File: config.mk
export PLATFORM = sky130hd
export DESIGN_NAME = ristretto_instruction_fetch_unit_flat
export DESIGN_NICKNAME = d
export VERILOG_FILES = /design/src/rtl/ristretto_instruction_fetch_unit_if.sv /design/src/rtl/ristretto_instruction_fetch_unit.sv /design/src/flat_wrapper.sv
export SDC_FILE = /design/constraint.sdc
export NUM_CORES = 1
export LEC_CHECK = 0
export ABC_AREA = 1
export CORE_UTILIZATION = 42
export CTS_BUF_LIST = sky130_fd_sc_hd__clkbuf_8
export DETAILED_ROUTE_END_ITERATION = 6
export GPL_TIMING_DRIVEN = 0
export PLACE_DENSITY = 0.84
export RECOVER_POWER = 100
export SLEW_MARGIN = 20
export SYNTH_ARGS = -nofsm -noshare
export SYNTH_HDL_FRONTEND = slang
export SYNTH_SLANG_ARGS = --single-unit
File: constraint.sdc
create_clock -name clk_i -period 3.15 [get_ports clk_i]
set_input_delay 0.4725 -clock clk_i [delete_from_list [all_inputs] [get_ports clk_i]]
set_output_delay 0.4725 -clock clk_i [all_outputs]
set_load 0.02 [all_outputs]
File: src/rtl/ristretto_instruction_fetch_unit_if.sv
// Instruction-memory bus between the ristretto fetch unit and imem.
// The fetch unit uses the master modport; the memory side uses slave.
interface ristretto_instruction_fetch_unit_if #(
  parameter int DataWidth = 32,
  parameter int AddrWidth = 32
);
  logic                 ifu_imem_req_o;
  logic [AddrWidth-1:0] ifu_imem_addr_o;
  logic                 ifu_imem_gnt_i;
  logic                 ifu_imem_rvalid_i;
  logic [DataWidth-1:0] ifu_imem_rdata_i;

  modport master (
    output ifu_imem_req_o,
    output ifu_imem_addr_o,
    input  ifu_imem_gnt_i,
    input  ifu_imem_rvalid_i,
    input  ifu_imem_rdata_i
  );

  modport slave (
    input  ifu_imem_req_o,
    input  ifu_imem_addr_o,
    output ifu_imem_gnt_i,
    output ifu_imem_rvalid_i,
    output ifu_imem_rdata_i
  );
endinterface

File: src/rtl/ristretto_instruction_fetch_unit.sv
// ristretto fetch stage: one req/gnt/rvalid transaction per fetch_en, with flush squashing.
// Optional misaligned-fetch trap via RISTRETTO_IFU_MISALIGN_TRAP_EN.
module ristretto_instruction_fetch_unit #(
  parameter int                   DataWidth = 32,
  parameter int                   AddrWidth = 32,
  parameter logic [AddrWidth-1:0] BootAddr  = '0
) (
  input  logic                 clk_i,
  input  logic                 rst_i,
  input  logic                 ifu_fetch_en_i,
  output logic                 ifu_busy_o,
  input  logic                 ifu_flush_i,
  input  logic [AddrWidth-1:0] ifu_redirect_pc_i,
  ristretto_instruction_fetch_unit_if.master imem,
  output logic [DataWidth-1:0] ifu_instr_o,
  output logic [AddrWidth-1:0] ifu_pc_o,
  output logic                 ifu_valid_o
`ifdef RISTRETTO_IFU_MISALIGN_TRAP_EN
  ,output logic                ifu_misalign_o
`endif
);

  localparam logic [DataWidth-1:0] Nop = DataWidth'(32'h0000_0013);

  typedef enum logic [1:0] {
    IDLE,
    REQ,
    WAIT,
    DROP
  } state_t;

  state_t               r_state;
  state_t               w_state_nxt;
  logic [AddrWidth-1:0] r_pc;
  logic [DataWidth-1:0] r_instr;
  logic [AddrWidth-1:0] r_pc_o;
  logic                 r_valid;
  logic [AddrWidth-1:0] w_redirect;
  logic                 w_busy;
  logic                 w_req;
  logic                 w_deliver;
  logic                 w_mis_fire;
  logic                 w_mis_block;

`ifdef RISTRETTO_IFU_MISALIGN_TRAP_EN
  logic r_misalign;
  logic r_mis_hold;
  assign w_redirect  = ifu_redirect_pc_i;
  assign w_mis_block = (r_pc[1:0] != 2'b00);
`else
  assign w_redirect  = ifu_redirect_pc_i & ~AddrWidth'(3);
  assign w_mis_block = 1'b0;
`endif

  always_ff @(posedge clk_i or posedge rst_i) begin
    if (rst_i) r_state <= IDLE;
    else       r_state <= w_state_nxt;
  end

  always_comb begin
    w_state_nxt = r_state;
    unique case (r_state)
      IDLE: begin
        if (!ifu_flush_i && ifu_fetch_en_i && !w_mis_block)
          w_state_nxt = REQ;
      end
      REQ: begin
        // a grant seen alongside a flush still owes us a response
        if (ifu_flush_i)
          w_state_nxt = imem.ifu_imem_gnt_i ? DROP : IDLE;
        else if (imem.ifu_imem_gnt_i)
          w_state_nxt = WAIT;
      end
      WAIT: begin
        if (imem.ifu_imem_rvalid_i) w_state_nxt = IDLE;
        else if (ifu_flush_i)       w_state_nxt = DROP;
      end
      DROP: begin
        if (imem.ifu_imem_rvalid_i) w_state_nxt = IDLE;
      end
      default: w_state_nxt = IDLE;
    endcase
  end

  always_comb begin
    w_busy     = (r_state != IDLE);
    w_req      = (r_state == REQ);
    w_deliver  = (r_state == WAIT) && imem.ifu_imem_rvalid_i
                 && !ifu_flush_i;
`ifdef RISTRETTO_IFU_MISALIGN_TRAP_EN
    w_mis_fire = (r_state == IDLE) && ifu_fetch_en_i && !ifu_flush_i
                 && w_mis_block && !r_mis_hold;
`else
    w_mis_fire = 1'b0;
`endif
  end

  always_ff @(posedge clk_i or posedge rst_i) begin
    if (rst_i) begin
      r_pc    <= BootAddr;
      r_instr <= Nop;
      r_pc_o  <= BootAddr;
      r_valid <= 1'b0;
    end else begin
      r_valid <= w_deliver | w_mis_fire;
      if (ifu_flush_i)    r_pc <= w_redirect;
      else if (w_deliver) r_pc <= r_pc + AddrWidth'(4);
      if (w_deliver) begin
        r_instr <= imem.ifu_imem_rdata_i;
        r_pc_o  <= r_pc;
      end else if (w_mis_fire) begin
        r_instr <= Nop;
        r_pc_o  <= r_pc;
      end
    end
  end

`ifdef RISTRETTO_IFU_MISALIGN_TRAP_EN
  always_ff @(posedge clk_i or posedge rst_i) begin
    if (rst_i) begin
      r_misalign <= 1'b0;
      r_mis_hold <= 1'b0;
    end else begin
      r_misalign <= w_mis_fire;
      if (ifu_flush_i)     r_mis_hold <= 1'b0;
      else if (w_mis_fire) r_mis_hold <= 1'b1;
    end
  end
  assign ifu_misalign_o = r_misalign;
`endif

  assign ifu_busy_o           = w_busy;
  assign imem.ifu_imem_req_o  = w_req;
  assign imem.ifu_imem_addr_o = r_pc;
  assign ifu_instr_o          = r_instr;
  assign ifu_pc_o             = r_pc_o;
  assign ifu_valid_o          = r_valid;

endmodule

File: src/flat_wrapper.sv
// flat-port wrapper written by rule: the top's interface ports become plain ports
module ristretto_instruction_fetch_unit_flat 
#(
  parameter int                   DataWidth = 32,
  parameter int                   AddrWidth = 32,
  parameter logic [AddrWidth-1:0] BootAddr  = '0
)
  (clk_i, rst_i, ifu_fetch_en_i, ifu_busy_o, ifu_flush_i, ifu_redirect_pc_i, ifu_instr_o, ifu_pc_o, ifu_valid_o, imem_ifu_imem_req_o, imem_ifu_imem_addr_o, imem_ifu_imem_gnt_i, imem_ifu_imem_rvalid_i, imem_ifu_imem_rdata_i);
  ristretto_instruction_fetch_unit_if #(.DataWidth(DataWidth), .AddrWidth(AddrWidth)) imem_i ();
  input  logic clk_i;
  input  logic rst_i;
  input  logic ifu_fetch_en_i;
  output logic ifu_busy_o;
  input  logic ifu_flush_i;
  input  logic [AddrWidth-1:0] ifu_redirect_pc_i;
  output logic [DataWidth-1:0] ifu_instr_o;
  output logic [AddrWidth-1:0] ifu_pc_o;
  output logic ifu_valid_o;
  output wire logic [$bits(imem_i.ifu_imem_req_o)-1:0] imem_ifu_imem_req_o;
  output wire logic [$bits(imem_i.ifu_imem_addr_o)-1:0] imem_ifu_imem_addr_o;
  input wire logic [$bits(imem_i.ifu_imem_gnt_i)-1:0] imem_ifu_imem_gnt_i;
  input wire logic [$bits(imem_i.ifu_imem_rvalid_i)-1:0] imem_ifu_imem_rvalid_i;
  input wire logic [$bits(imem_i.ifu_imem_rdata_i)-1:0] imem_ifu_imem_rdata_i;
  assign imem_ifu_imem_req_o = imem_i.ifu_imem_req_o;
  assign imem_ifu_imem_addr_o = imem_i.ifu_imem_addr_o;
  assign imem_i.ifu_imem_gnt_i = imem_ifu_imem_gnt_i;
  assign imem_i.ifu_imem_rvalid_i = imem_ifu_imem_rvalid_i;
  assign imem_i.ifu_imem_rdata_i = imem_ifu_imem_rdata_i;
  ristretto_instruction_fetch_unit #(.DataWidth(DataWidth), .AddrWidth(AddrWidth), .BootAddr(BootAddr)) u_core (.clk_i(clk_i), .rst_i(rst_i), .ifu_fetch_en_i(ifu_fetch_en_i), .ifu_busy_o(ifu_busy_o), .ifu_flush_i(ifu_flush_i), .ifu_redirect_pc_i(ifu_redirect_pc_i), .imem(imem_i), .ifu_instr_o(ifu_instr_o), .ifu_pc_o(ifu_pc_o), .ifu_valid_o(ifu_valid_o));
endmodule
# Word-level counts from Yosys, hierarchy flattened
# Cells that the tools add are included.
[totals] input_bits=70 word_cells=31 ff_bits=99
[classes] mux=10 n_addsub=1 n_reduce_logical=8 n_eq_ne=7
[op_table] cell="32-bit two-way mux" n=2
[op_table] cell="32-bit by 3-bit adder with 32-bit output, second input constant" n=1
[op_table] cell="2-bit two-way mux" n=7
[op_table] cell="2-bit one-hot mux with 4 select lines" n=1
[op_table] cell="2-bit == test, second input constant" n=2
[op_table] cell="4-bit AND reduction" n=1
[op_table] cell="2-bit nonzero test" n=2
[op_table] cell="1-bit logical AND" n=3
[op_table] cell="3-bit by 2-bit inequality test with 1-bit output, second input constant" n=1
[op_table] cell="3-bit inequality test, second input constant" n=1
[op_table] cell="2-bit by 1-bit == test with 1-bit output, second input constant" n=1
[op_table] cell="2-bit logical NOT" n=1
[op_table] cell="2-bit by 1-bit inequality test with 1-bit output, second input constant" n=1
[op_table] cell="2-bit inequality test, second input constant" n=1
[op_table] cell="1-bit logical NOT" n=1

# Longest topological paths before layout
# Gate-level depths: netlist of the first run.
[depth] depth_word=5 mapped_depth=10 ltp_nobuf=10

# Worst setup path before layout of the first run
# Ideal clock, no wire load.
[synth_timing] path_kind="register -> register" startpoint="register u_core.r_pc[3], in the netlist u_core.imem.ifu_imem_addr_o[3]" endpoint="register u_core.r_pc[26], in the netlist u_core.imem.ifu_imem_addr_o[26]" slack_ps=1483 t_arrival_ps=1551 path_stages_with_launch=11 path_cell_list="dfrtp_1 -> ha_1 -> inv_1 -> nor2_2 -> nand2_1 -> nor2_2 -> nand2_1 -> nand2_1 -> nand3_1 -> nand2_1 -> nand2_1"
[synth_via] elab_chain_cells=3
[synth_lines] item="start, declared" line_no="ristretto_instruction_fetch_unit.sv:34" source="logic [AddrWidth-1:0] r_pc;"
[synth_lines] item="start signal, assigned" line_no="ristretto_instruction_fetch_unit.sv:100" source="r_pc <= BootAddr;"
[synth_lines] item="start signal, assigned" line_no="ristretto_instruction_fetch_unit.sv:106" source="if (ifu_flush_i) r_pc <= w_redirect;"
[synth_lines] item="start signal, assigned" line_no="ristretto_instruction_fetch_unit.sv:107" source="else if (w_deliver) r_pc <= r_pc + AddrWidth'(4);"
[synth_lines] item="32-bit by 3-bit adder with 32-bit output" line_no="ristretto_instruction_fetch_unit.sv:107"
[synth_lines] item="32-bit two-way mux" line_no="ristretto_instruction_fetch_unit.sv:107"
[synth_lines] item="32-bit two-way mux" line_no="ristretto_instruction_fetch_unit.sv:106"
# Every way passes these cells. The select of a mux whose other input is x is not followed.
# A chain may end at the register's enable or synchronous reset.

# Final worst setup path of the first run
[layout_timing] startpoint="input port imem_ifu_imem_rvalid_i" endpoint="register u_core.r_instr[12], in the netlist u_core.ifu_instr_o[12]"
[layout_via] elab_chain_cells=2
[layout_lines] item="start, declared" line_no="flat_wrapper.sv:22" source="input wire logic [$bits(imem_i.ifu_imem_rvalid_i)-1:0] imem_ifu_imem_rvalid_i;"
[layout_lines] item="1-bit logical AND" line_no="ristretto_instruction_fetch_unit.sv:88" source="w_deliver = (r_state == WAIT) && imem.ifu_imem_rvalid_i"
[layout_lines] item="1-bit logical AND" line_no="ristretto_instruction_fetch_unit.sv:89" source="&& !ifu_flush_i;"
[layout_lines] item="end signal, assigned" line_no="ristretto_instruction_fetch_unit.sv:101" source="r_instr <= Nop;"
[layout_lines] item="end signal, assigned" line_no="ristretto_instruction_fetch_unit.sv:109" source="r_instr <= imem.ifu_imem_rdata_i;"
[layout_lines] item="end signal, assigned" line_no="ristretto_instruction_fetch_unit.sv:112" source="r_instr <= Nop;"
[layout_lines] item="end, declared" line_no="ristretto_instruction_fetch_unit.sv:35" source="logic [DataWidth-1:0] r_instr;"
# Every way passes these cells.

==> reports/qor.yml, run 1 <==
final_layout:
  mostFrequentLayoutCell: "nand2_1"
  finalNetCount: 888
  syn_to_final_growth_pct: 41.1
  layout_common_cells: "nand2_1 (271), dlygate4sd3_1 (97), dfrtp_1 (92)"
  diodes: 0
  fin_area_um2: 6660
  drive_gt1_share_pct: 4.87
clock_tree:
  cts_sinks: 95
  cts_tree: "done"
  cts_root_buf: "clkbuf_8"
  cts.path.max_buffers: 2
  h-tree-depth: 3
  cts_hold_buf: 0
  post-cts-setup-buffers: 0
  cts_buffers: 9
  clk_pin_slew_worst_paths_ns: 0.09
  clock_latency_ns: 0.37
  post_cts_resize_count: 0
power:
  peakVddDrop_mv: 0.485
  p_per_area_nw_per_um2: 796
  p_leak_nw: 3.23
  power_mw: 5.30
floorplanning:
  dieArea_um2: 11700
  die_x_um: 108
  start_util_pct: 43.3
  ios: 169
  fp.dieH_um: 108
  core_area_um2: 10900
  std_cell_rows: 38
hold_path:
  hold_class: "reg2reg"
placed_design:
  portBuffers: 161
  dp_hpwl_um: 10500
  pre_cts_ws_ns: 0.843
  placed_area_um2: 6550
  place_congestion: 0.956
yosys:
  syn_inst: 641
  syn_area_um2: 4720
  synth_warnings: 0
  yosysUniqueCellTypes: 30
  synth_xor_area_share_pct: 0
  synth_top_family_by_area: "simple AND/OR/NAND/NOR gates"
  synthMuxAreaShare_pct: 0
  avgSynthCellArea_um2: 7.36
  synth_compound_area_share_pct: 8.72
  synth_ff_type: "dfrtp_1"
  synthSimpleGateAreaFrac_pct: 33.0
  synth-seq-area-share_pct: 50.5
  synth-seq-cells: 95
  synth-edff-count: 0
  synth-adder-area-share_pct: 0.265
  ys_async_sr_fraction_pct: 100
timing:
  tns_ns: 0
  hold_ws_ns: 0.470
  period_needed_ns: 2.52
  tightest_slew_ns: 1.01
  slew_headroom_pct: 32.7
  fmax_ghz: 0.396
  finalMaxSlewViolations: 0
  period_share_pct: 80.2
  setup_viol: 0
  rsz0062_at_grt: "no"
  hold_violations: 0
  skew_ns: 0.00746
  fin_ws_ns: 0.625
routing:
  wl_per_cell_um: 14.6
  dr.max_layer_used: "met4"
  dr.first_iter.drc_count: 357
  wl_met2_um: 6470
  met3_length_um: 1210
  via_count: 4818
  drt_first_pass_iters: 4
  viasPerCell: 5.01
  ant_nets: 0
  met1_length_um: 6040
  wl_um: 14000
  drc: 0
critical_path:
  critPathArrivalTime_ns: 2.79
  endpoint_kind: "flip-flop"
  critical_path_required_ns: 3.41
  worstSetupPathType: "in2reg"
  cp-start-kind: "input port"
  crit_fanout: 10
global_routing:
  grt_pass1_vias: 4564
  grt_overflow: 0
  grt_start_max_net_pins: 74
  grt_usage_pct: 25.4
  antenna_found_initial: 0
  grt_pass1_wl_um: 22700
outcome:
  outcome: "finished, final reports clean"
run:
  cap_violations: 0
-- sequential cells by signal, summed over array words and instances, names as in the netlist --
name / cells
u_core.ifu_instr_o: 32
u_core.ifu_pc_o: 30
u_core.ifu_valid_o: 1
u_core.imem.ifu_imem_addr_o: 30
u_core.r_state: 2
-- kinds of logic after synthesis --
kind of cell	count (synthesis)
adder cells (fa/ha/maj)	1
AND/OR/NAND/NOR	392
buffers and inverters	77
AO/OA/AOI/OAI	75
other	1
flip-flops	95
-- per-layer routing --
metal	up-vias	track usage, %
met5	-	0
met4	0	7.44
met3	26	6.57
met2	205	42.2
met1	2228	32.6
li1	2359	-
-- power by group --
part	leakage (nW)	switching (mW)	total [mW]	internal, mW
clock network	0.0912	0.456	0.745	0.289
logic	1.99	1.48	2.51	1.03
registers	1.15	0.327	2.04	1.72
total	3.23	2.26	5.30	3.04
-- final timing paths --
check	startpoint	endpoint	slack [ns]	cells after the start
max in group asynchronous	rst_i	u_core.ifu_pc_o[12]	0.89	3
worst min-delay path	u_core.ifu_instr_o[8]	u_core.ifu_instr_o[8]	0.47	2
worst min register to register	u_core.ifu_instr_o[8]	u_core.ifu_instr_o[8]	0.47	2
worst max register to register	u_core.r_state[1]	u_core.ifu_instr_o[12]	0.88	9
worst max-delay path	imem_ifu_imem_rvalid_i	u_core.ifu_instr_o[12]	0.63	10
min in group asynchronous	rst_i	u_core.ifu_instr_o[18]	0.72	2
-- worst max-delay path: stages --
cell and delay [ns]:
dlygate4sd3_1 0.55, nand2_1 0.06, nor2_1 0.62, inv_4 0.15, nor2_4 0.22, inv_1 0.14
buf_6 0.17, clkbuf_1 0.24, nand2_1 0.12, nand2_1 0.05
-- through the flow --
stage          util, %  cells
6_report          61.2    962
5_1_grt           61.2    962
4_1_cts           61.7    962
3_5_place_dp      60.2    946
3_3_place_gp      59.9    945
2_1_floorplan        -    644
-- cells in the mapped netlist (2+ instances only) --
library cell / number / area share (%)
clkbuf_1: 6 / 0.48
nand2_1: 271 / 22
buf_2: 13 / 1.4
nor3_1: 3 / 0.32
dfstp_2: 3 / 1.7
and2_1: 2 / 0.27
inv_1: 47 / 3.7
dfrtp_1: 92 / 49
buf_4: 4 / 0.64
a21oi_1: 21 / 2.2
nand3_1: 33 / 3.5
nor2_4: 2 / 0.48
nor2_1: 73 / 5.8
nor2_2: 5 / 0.66
buf_6: 4 / 0.95
nand4_1: 2 / 0.27
a31oi_1: 2 / 0.27
a211oi_1: 2 / 0.32
o21ai_1: 21 / 2.2
o21ai_0: 18 / 1.9
o211ai_1: 8 / 1.3
-- final cells by class --
class,instances,area (µm²)
clock buffer,9,124
multi-input combinational,472,1990
sequential,95,2380
tap,140,175
fill,1016,4230
buffer,28,139
inverter,49,188
clock inverter,7,47.5
timing repair buffer,162,1620
Power figures use the tool's default switching activity.
==> inputs of run 2 (changes only) <==
Clock period 3.15 ns to 2.15 ns, I/O delays scaled along.
==> run 2 against run 1 <==
Net effect: final area up 0.98%; non-clock buffer count is 2 higher; critical path depth down 1; core utilization grew 0.60 points; die area unchanged; critical path type unchanged.
==> reports/qor.yml, run 2 (synthesized netlist as in run 1, its figures left out) <==
critical_path:
  endpoint_kind: "flip-flop"
  cp_num_buf_inv: 4  # -1
  critical_path.max_stage_delay_ns: 0.48  # -0.14 ns
  rrSetupSlack_ns: 0.18  # -0.70 ns
  crit_fanout: 10  # unchanged
  worst-path-stages: 9  # -1
  slowest_stage: "clkdlybuf4s50_1"
  crit_path_end: "u_core.ifu_pc_o[18]"
  critPathArrivalTime_ns: 2.23  # -0.56 ns
  critical_path_required_ns: 2.39  # -1.02 ns
  critical_path.top_delay_family: "buffers and inverters"
  reg2reg_from: "u_core.r_state[1]"
  worstPathCellList: "clkdlybuf4s50_1, nand2_1, nor2_4, inv_1, nor2_4, inv_1, clkbuf_1, nand2_1, o21ai_0"
  cp-start-kind: "input port"
  worstSetupPathType: "in2reg"
  r2r-end: "u_core.ifu_pc_o[18]"
  r2r.worst_path.cells: 8  # -1
  startpoint: "imem_ifu_imem_rvalid_i"
placed_design:
  numPlacedInstances: 948  # +0.21%
  place_congestion: 0.949  # -0.69%
  placed_area_um2: 6600  # +0.71%
  pre_cts_ws_ns: -0.0148  # -0.858 ns
  portBuffers: 161  # unchanged
  dp_hpwl_um: 11100  # +5.6%
floorplanning:
  core_area_um2: 10900  # unchanged
  fp.dieH_um: 108  # unchanged
  dieArea_um2: 11700  # unchanged
  die_x_um: 108  # unchanged
  ios: 169  # unchanged
  start_util_pct: 43.3  # unchanged
  std_cell_rows: 38  # unchanged
clock_tree:
  h-tree-depth: 3  # unchanged
  cts_hold_buf: 0  # unchanged
  post-cts-setup-buffers: 0  # unchanged
  cts_sinks: 95  # unchanged
  clock_latency_ns: 0.38  # about the same
  cts_tree: "done"
  cts_buffers: 9  # unchanged
  cts.path.max_buffers: 2  # unchanged
  cts_root_buf: "clkbuf_8"
  post_cts_resize_count: 0  # unchanged
  clk_pin_slew_worst_paths_ns: 0.10  # about the same
power:
  peakVddDrop_mv: 0.651  # +34%
  power_mw: 7.90  # +49%
  p_per_area_nw_per_um2: 1170  # +48%
  p_leak_nw: 3.26  # +0.94%
final_layout:
  finalNetCount: 890  # +0.23%
  drive_gt1_share_pct: 5.70  # +0.84 points
  final.fill_count: 970  # -4.5%
  instances_no_fill: 964  # +0.21%
  syn_to_final_growth_pct: 42.5
  fin_area_um2: 6730  # +0.98%
  layout_common_cells: "nand2_1 (271), dlygate4sd3_1 (94), dfrtp_1 (92)"
  mostFrequentLayoutCell: "nand2_1"
  largest_reg_flops: 32  # unchanged
  diodes: 0  # unchanged
routing:
  drc: 0  # unchanged
  viasPerCell: 5.01  # about the same
  wl_um: 14700  # +4.7%
  wl_per_cell_um: 15.2  # +4.5%
  via_count: 4831  # +0.27%
  ant_nets: 0  # unchanged
  dr.first_iter.drc_count: 528  # +48%
  drt_first_pass_iters: 7  # +3
run:
  cap_violations: 0  # unchanged
global_routing:
  grt_usage_pct: 26.0  # +0.60 points
  grt_pass1_vias: 4568  # +0.088%
  grt_overflow: 0  # unchanged
  grt_start_max_net_pins: 27  # -64%
  antenna_found_initial: 0  # unchanged
  grt_pass1_wl_um: 23100  # +1.7%
timing:
  setup_viol: 0  # unchanged
  period_share_pct: 92.8
  hold_ws_ns: 0.443  # -0.0268 ns
  skew_ns: 0.0128  # +0.00531 ns
  fmax_ghz: 0.501
  finalMaxSlewViolations: 0  # unchanged
  period_needed_ns: 1.99
  rsz0062_at_grt: "no"
  tightest_slew_ns: 1.23  # +0.216 ns
  hold_violations: 0  # unchanged
  fin_ws_ns: 0.156  # -0.469 ns
  slew_headroom_pct: 17.9  # -15 points
outcome:
  outcome: "finished, final reports clean"
hold_path:
  hold_class: "in2reg"
## run 2: changes by cell type in the layout (fill, tap and decap cells not counted)
cell,change
clkbuf_2,+4
clkbuf_1,-3
dlygate4sd3_1,-3
clkdlybuf4s50_1,+2
inv_8,+2
o21ai_0,-2
o21ai_1,+2
buf_12,+1
buf_16,+1
clkinv_2,-1
inv_4,-1
nor2_1,-1
nor2_4,+1
## run 2: worst register-to-register path, stage by stage (launching register included)
cell and delay [ns]:
dfrtp_1 0.40, nand2_1 0.10, nor2_4 0.24, inv_1 0.23, nor2_4 0.22, inv_1 0.13
clkbuf_1 0.29, nand2_1 0.12, o21ai_0 0.10
## run 2: layout make-up
cell class | instances | area (µm²) | area share [%]
well taps | 140 | 175 | 2.60
flip-flops and latches | 95 | 2380 | 35.4
plain buffers | 28 | 144 | 2.14
repair buffers | 164 | 1660 | 24.7
clock inverters | 7 | 61.3 | 0.912
multi-input cells | 472 | 1990 | 29.7
clock buffers | 9 | 124 | 1.84
inverters | 49 | 185 | 2.75
## run 2: where the power goes
part / leakage [nW] / internal (mW) / switching, mW
registers: 1.15 / 2.52 / 0.525
logic: 2.02 / 1.52 / 2.17
clock network: 0.0940 / 0.446 / 0.718
## run 2: worst min path at each step
stage	startpoint	end	slack [ns]	cells after the start
floorplan	imem_ifu_imem_rdata_i[0]	u_core.ifu_instr_o[0]	0.42	2
finish	imem_ifu_imem_rdata_i[4]	u_core.ifu_instr_o[4]	0.44	3
CTS	rst_i	u_core.ifu_instr_o[20]	0.37	2
detailed placement	u_core.ifu_instr_o[1]	u_core.ifu_instr_o[1]	0.46	2
global route	imem_ifu_imem_rdata_i[4]	u_core.ifu_instr_o[4]	0.47	3
global placement	u_core.ifu_instr_o[1]	u_core.ifu_instr_o[1]	0.45	2
## run 2: layer usage
metal	up-vias	global-route usage, %	wire length [µm]
met3	26	4.58	1350
met1	2211	34.2	6210
met2	228	43.1	6820
met4	0	9.20	287
li1	2366	-	-
met5	-	0	0
## run 2: stage by stage
step / utilization [%] / TNS, ns
floorplan: - / 0
global route: 61.8 / 0
global placement: 59.9 / -26.62
finish: 61.8 / 0
CTS: 62.3 / 0
detailed placement: 60.6 / -0.0506
